<file path="src/rtl/plant_sat_counter.sv">
// rtl/plant_sat_counter.sv - up/down counter saturating at 0 and MAX, with load
//   clk, rst_n  : clock, asynchronous active-low reset (count -> 0)
//   i_load      : load i_load_val (clamped to MAX); has priority over inc/dec
//   i_inc/i_dec : step up/down by one; both together hold
//   o_count     : registered count
module plant_sat_counter #(
  parameter int W   = 4,
  parameter int MAX = 15
) (
  input  logic         clk,
  input  logic         rst_n,
  input  logic         i_load,
  input  logic [W-1:0] i_load_val,
  input  logic         i_inc,
  input  logic         i_dec,
  output logic [W-1:0] o_count
);

  localparam logic [W-1:0] MAX_V = W'(MAX);

  logic [W-1:0] r_count;
  logic [W-1:0] w_next;

  always_comb begin
    w_next = r_count;
    if (i_load) begin
      w_next = (i_load_val > MAX_V) ? MAX_V : i_load_val;
    end else if (i_inc && !i_dec && (r_count < MAX_V)) begin
      w_next = r_count + 1'b1;
    end else if (i_dec && !i_inc && (r_count != '0)) begin
      w_next = r_count - 1'b1;
    end
  end

  always_ff @(posedge clk or negedge rst_n) begin
    if (!rst_n) begin
      r_count <= '0;
    end else begin
      r_count <= w_next;
    end
  end

  assign o_count = r_count;

endmodule

</file>
<file path="config.mk">
export PLATFORM = sky130hd
export DESIGN_NAME = plant_sat_counter
export DESIGN_NICKNAME = d
export VERILOG_FILES = /design/src/rtl/plant_sat_counter.sv
export SDC_FILE = /design/constraint.sdc
export NUM_CORES = 1
export LEC_CHECK = 0
export CAP_MARGIN = 20
export CORE_AREA = 2 2 39 41
export CTS_CLUSTER_DIAMETER = 50
export DETAILED_ROUTE_END_ITERATION = 16
export DIE_AREA = 0 0 41 43
export GPL_TIMING_DRIVEN = 1
export HOLD_SLACK_MARGIN = 0.1
export SLEW_MARGIN = 20
export SYNTH_ARGS = -nofsm -noshare
export SYNTH_HDL_FRONTEND = slang
export SYNTH_SLANG_ARGS = --single-unit
</file>
<file path="constraint.sdc">
create_clock -name clk -period 2.8 [get_ports clk]
set_clock_uncertainty 0.15 [all_clocks]
set_input_delay 0.42 -clock clk [delete_from_list [all_inputs] [get_ports clk]]
set_output_delay 0.42 -clock clk [all_outputs]
set_load 0.02 [all_outputs]
</file>
==> key figures, run 1 <==
Setup path
  • R2R cell count: 6
  • Setup crit start kind: primary input
  • Crit Path Category: in2reg
  • Worst r2r src: o_count[2]
  • CP Capture Type: flip-flop
  • R2R setup slack: 0.43 ns
  • Worst path arrival time: between 2 and 3 ns
  • Worst reg2reg endpoint: o_count[3]
  • CP required: 2.79 ns
  • Critical path peak fanout: 2

STA
  • Least-Margin Pin Slew: roughly 0.33 ns
  • Post-route clock period utilization: about nine tenths
  • Max Freq: just under 0.4 GHz
  • Final hold vios: 0
  • Slew headroom: 78.0%
  • Period minus WS final: roughly 2.6 ns
  • Setup_tns: 0 ns
  • Final setup margin: 0.242 ns
  • Final hold slack: 0.234 ns
  • Fin. max-slew vios: 0
  • Final setup vio count: 0
  • RSZ-0062 raised after global routing: no

Synth
  • Post-synth EDFFs: 0
  • Mapped Cells: 33
  • Synth Warn #: 0
  • Top FF cell, synth: dfrtp_1
  • Avg Cell Area, Syn: 10.0 µm²
  • Post-Syn Area: roughly 330 µm²
  • Post-synthesis sequential area ratio: between 30% and 40%
  • Syn Nets: 45
  • Unique masters post-synth: 23
  • Share of flip-flops with an asynchronous set or reset: 100%
  • Seq cells post-synth: 4

Pwr
  • Pwr Density: ~560 nW/µm²
  • Leakage Power: approximately 0.22 nW
  • Total Power: just under 0.3 mW
  • Max IR drop VDD: 0.222 mV

Clocking
  • Post-CTS Setup Inserts: 0
  • # resized after CTS: 0
  • Clock sink total: 4
  • Clk buf depth: 2
  • Cts bufs inserted: 3
  • Hold Buf Count CTS: 0
  • Root buf cell: clkbuf_4
  • Clk Latency, worst-skew pair: approximately 0.23 ns
  • Reg clk slew, reported paths: around 0.040 ns
  • CTS tree: yes
  • Max H-tree Level: 1

Routing
  • First-pass detailed-route iteration total: 4
  • Drt initial violations: 5
  • Avg Vias per Cell: ~4.4
  • WL/cell: around 10 µm
  • Residual DRC: 0
  • Routed Antenna Nets: 0
  • DRT Wirelength: 674 µm
  • Vias: about 300

Place
  • Post-DP HPWL: around 570 µm
  • Placed cell area: a little under 500 µm²
  • Dpl cells: between 60 and 70
  • Placer Congestion: slightly below 0.7
  • Worst slack, placed: just over 0.007 ns
  • Input/output buffers: 12

Global route
  • First-pass GRT wire length: roughly 1.3 mm
  • Vias in the first global route: around 300
  • Total track usage: a little over a tenth
  • Total grt overflow: 0
  • Pin count of the biggest net entering global routing: 10
  • Initial antenna violation count: 0

Cells and area
  • Share of cells above drive strength 1: about 20%
  • Post-layout util: a little under two fifths
  • Area grow syn2layout: 57.2%
  • Final Cell Area: ~520 µm²
  • Max reg flops: 4
  • Post-route insts no fill: 67
  • Layout Nets: between 60 and 70
  • Diode count: 0

Die
  • Ports: 13
  • DIE HEIGHT: between 40 and 50 µm
  • Row count: 14
  • Die width: about 41 µm
  • Initial Util: a little under a quarter
  • Core Footprint: approximately 1400 µm²
  • Die Area: roughly 1800 µm²

Run status
  • Status: completed

Worst hold path
  • Hold WC Path Type: in2async

Run
  • Max-Cap Viols: 0
kinds of logic (layout without fill, tap and decap cells):
kind of cell             Yosys count  after routing  share of synthesized area (%)
multiplexers                       3              3                           10.2
flip-flops                         4              4                           30.3
XOR/XNOR                           2              2                           5.30
AND/OR/NAND/NOR                    8              8                           11.7
buffers and inverters              2             20                           2.27
adder cells (fa/ha/maj)            3              3                           13.6
AO/OA/AOI/OAI                     11             11                           26.5
cells in the final DEF, fill, tap and decap left out, types with 2 or more instances in the layout:
| cell | count |
|---|---|
| clkdlybuf4s50_1 | 12 |
| dfrtp_1 | 4 |
| buf_4 | 4 |
| nand2_1 | 3 |
| o21ai_1 | 3 |
| clkbuf_4 | 3 |
| mux2i_1 | 2 |
| a21oi_1 | 2 |
| ha_1 | 2 |
how the worst max path moves through the flow:
| stage | start | endpoint | slack [ns] | cells past startpoint |
|---|---|---|---|---|
| after floorplan | o_count[1] | o_count[3] | 0.35 | 6 |
| after global placement | i_dec | o_count[3] | 0.008 | 7 |
| after detailed placement | i_dec | o_count[3] | 0.007 | 7 |
| after CTS | i_dec | o_count[3] | 0.25 | 7 |
| after global routing | i_dec | o_count[3] | 0.16 | 8 |
| final | i_dec | o_count[3] | 0.24 | 7 |
layout make-up:
cell class | count | area (µm²)
fill | 151 | 865
multi-input combinational | 27 | 223
timing repair buffer | 16 | 150
sequential | 4 | 100
clock buffer | 3 | 22.5
tap | 16 | 20.0
inverter | 1 | 3.75
worst max-delay path, cell delays in order:
cell             delay [ns]
clkdlybuf4s50_1        0.45
a41o_1                 0.23
or2_2                  0.29
ha_1                   0.29
a21o_1                 0.18
a2111o_1               0.43
a311oi_1               0.25
synthesized netlist by cell type, drive strengths merged, types with 2 or more instances:
cell	count	area [µm²]
nand2	3	11.3
o21ai	3	15.0
a21oi	2	10.0
mux2i	3	33.8
dfrtp	4	100
ha	2	25.0
power by group:
group / total (mW) / switching [mW] / internal (mW)
Sequential: 0.0799 / 0.0111 / 0.0688
Clock: 0.0718 / 0.0238 / 0.0480
Combinational: 0.139 / 0.0661 / 0.0730
per-layer routing:
layer  vias to the layer above  GRT usage, %  share of wire (%)  routed length (µm)
met3                         0          3.14                5.5                  37
met5                         -             0                  0                   0
li1                        161             -                  -                   -
met2                        10          14.7                 44                 295
met4                         0          10.0                  0                   0
met1                       127          13.4                 51                 341
Power figures use the tool's default switching activity.
==> run 2: changes to the inputs <==
- CORE_AREA: 2 2 39 41 -> 4 4 41 43
- DIE_AREA: 0 0 41 43 -> 0 0 45 47
==> run 2 against run 1 <==
Global-route usage decreased by 1.4 points. Worst hold slack improved by 0.00093 ns. Non-clock buffer count decreased by 2. Sequential share of layout area increased by 0.62 points. Register-to-register slack got worse by 0.07 ns. Total power decreased by 3.5%. Core utilization increased by 1.1 points. Clock-buffer cell count unchanged. Critical path depth unchanged. Clock power decreased by 3.1%. Design area decreased by 3.1%. Highest routed layer is now met4.
==> key figures, run 2 (same netlist as run 1, synthesis figures left out) <==
Global route
  • Vias in the first global route: 331 (+9.6%)
  • Initial antenna violation count: 0 (unchanged)
  • Pin count of the biggest net entering global routing: 10 (unchanged)
  • Total grt overflow: 0 (unchanged)
  • First-pass GRT wire length: 1.40 mm (+12%)
  • Total track usage: 9.60% (-1.4 points)

STA
  • Post-route clock period utilization: 92.1% (+0.71 points)
  • RSZ-0062 raised after global routing: no
  • Slew headroom: 73.9% (-4.1 points)
  • Setup_tns: 0 ns (unchanged)
  • Least-Margin Pin Slew: 0.387 ns (+0.0611 ns)
  • Period minus WS final: 2.58 ns (+0.0199 ns)
  • Final hold slack: 0.235 ns (+0.000934 ns)
  • Max Freq: 0.388 GHz (-0.77%)
  • Final setup vio count: 0 (unchanged)
  • Fin. max-slew vios: 0 (unchanged)
  • Final hold vios: 0 (unchanged)

Cells and area
  • Fill count: 145 (-4.0%)
  • Storage element area: 100 µm² (unchanged)
  • Layout Nets: 63 (-3.1%)
  • Post-layout util: 38.7% (+1.1 points)
  • Commonest cells after routing, fill and taps aside: 12 x clkdlybuf4s50_1, 4 x dfrtp_1, 3 x nand2_1, 3 x o21ai_1, 3 x clkbuf_4
  • Max reg flops: 4 (unchanged)
  • Share of cells above drive strength 1: 16.3% (-3.3 points)
  • Post-route insts no fill: 64 (-4.5%)
  • Most common cell after layout, fill and taps aside: clkdlybuf4s50_1
  • Area occupied by multi-input gates: 223 µm² (unchanged)
  • Area grow syn2layout: 52.3%
  • Diode count: 0 (unchanged)

Clocking
  • # resized after CTS: 0 (unchanged)
  • Root buf cell: clkbuf_4
  • Post-CTS Setup Inserts: 0 (unchanged)
  • Cts bufs inserted: 3 (unchanged)
  • Reg clk slew, reported paths: 0.04 ns (about the same)
  • Hold Buf Count CTS: 0 (unchanged)
  • Clk Latency, worst-skew pair: 0.23 ns (about the same)
  • Clock sink total: 4 (unchanged)
  • Clk buf depth: 2 (unchanged)
  • CTS tree: yes
  • Max H-tree Level: 1 (unchanged)

Setup path
  • Setup crit start kind: primary input
  • Slowest library cell on the worst path: clkdlybuf4s50_1
  • CP Buf/Inv Count: 1 (unchanged)
  • Critical path peak fanout: 2 (unchanged)
  • Worst path arrival time: 2.56 ns (about the same)
  • Crit Path Category: in2reg
  • CP cell instances: clkdlybuf4s50_1 > a41o_1 > or2_2 > ha_1 > a21o_1 > a2111o_1 > a311oi_1
  • Crit path max-delay family: compound AO/OA/AOI/OAI gates
  • CP required: 2.78 ns (about the same)
  • Slowest stage delay, CP: 0.45 ns (about the same)
  • CP Capture Type: flip-flop

Routing
  • WL/cell: 11.2 µm (+11%)
  • Residual DRC: 0 (unchanged)
  • Vias: 307 (+3.0%)
  • DRT Wirelength: 717 µm (+6.4%)
  • Routed Antenna Nets: 0 (unchanged)
  • First-pass detailed-route iteration total: 2 (-2)
  • Drt initial violations: 4 (-1)
  • Avg Vias per Cell: 4.80 (+7.8%)

Pwr
  • Leakage Power: 0.213 nW (-4.4%)
  • Total Power: 0.281 mW (-3.5%)
  • Pwr Density: 558 nW/µm² (-0.33%)
  • Max IR drop VDD: 0.342 mV (+54%)

Die
  • Die width: 45 µm (+9.8%)
  • Die Area: 2120 µm² (+20%)
  • Initial Util: 25.4% (+1.5 points)
  • Ports: 13 (unchanged)
  • Core Footprint: 1300 µm² (-6.0%)
  • DIE HEIGHT: 47 µm (+9.3%)
  • Row count: 13 (-1)

Place
  • Input/output buffers: 12 (unchanged)
  • Dpl cells: 61 (-4.7%)
  • Post-DP HPWL: 611 µm (+6.9%)
  • Placer Congestion: 0.620 (-9.3%)

Worst hold path
  • Hold WC Path Type: in2async

Run
  • Max-Cap Viols: 0 (unchanged)

Run status
  • Status: completed
==> run 2: cell count changes in the layout (fill, tap and decap cells not counted), sizes merged <==
cell  previous run  this run
buf              4         2
==> run 2: cell type report <==
type	instances	area share [%]
tap	15	3.73
timing repair buffer	14	26.9
multi-input combinational	27	44.3
sequential	4	19.9
inverter	1	0.746
clock buffer	3	4.48
==> run 2: layer usage <==
| layer | vias up | share of wire, % | GRT usage (%) |
|---|---|---|---|
| met2 | 12 | 47 | 15.8 |
| met4 | 0 | 2.6 | 8.77 |
| li1 | 157 | - | - |
| met3 | 2 | 8.2 | 3.07 |
| met5 | - | 0 | 0 |
| met1 | 136 | 42 | 9.66 |
==> run 2: worst paths after layout <==
path | startpoint | to | slack, ns | cells past startpoint
min | rst_n | o_count[2] | 0.24 | 1
min in group clk | o_count[2] | o_count[2] | 0.52 | 2
min reg2reg | o_count[2] | o_count[2] | 0.52 | 2
max reg2reg | o_count[1] | o_count[3] | 0.36 | 6
max | i_dec | o_count[3] | 0.22 | 7
max in group asynchronous | rst_n | o_count[0] | 2.09 | 1
==> run 2: per-stage QoR <==
step           instance area (µm²)  setup WS (ns)
2_1_floorplan                  330          0.346
3_3_place_gp                   480        0.00502
3_5_place_dp                   480        -0.0374
6_report                       503          0.222
5_1_grt                        503         0.0912
4_1_cts                        503          0.204
==> run 2: power breakdown <==
group,switching [mW],internal (mW)
Combinational,0.0559,0.0663
Sequential,0.0202,0.0688
Clock,0.0218,0.0478
Total,0.0979,0.183
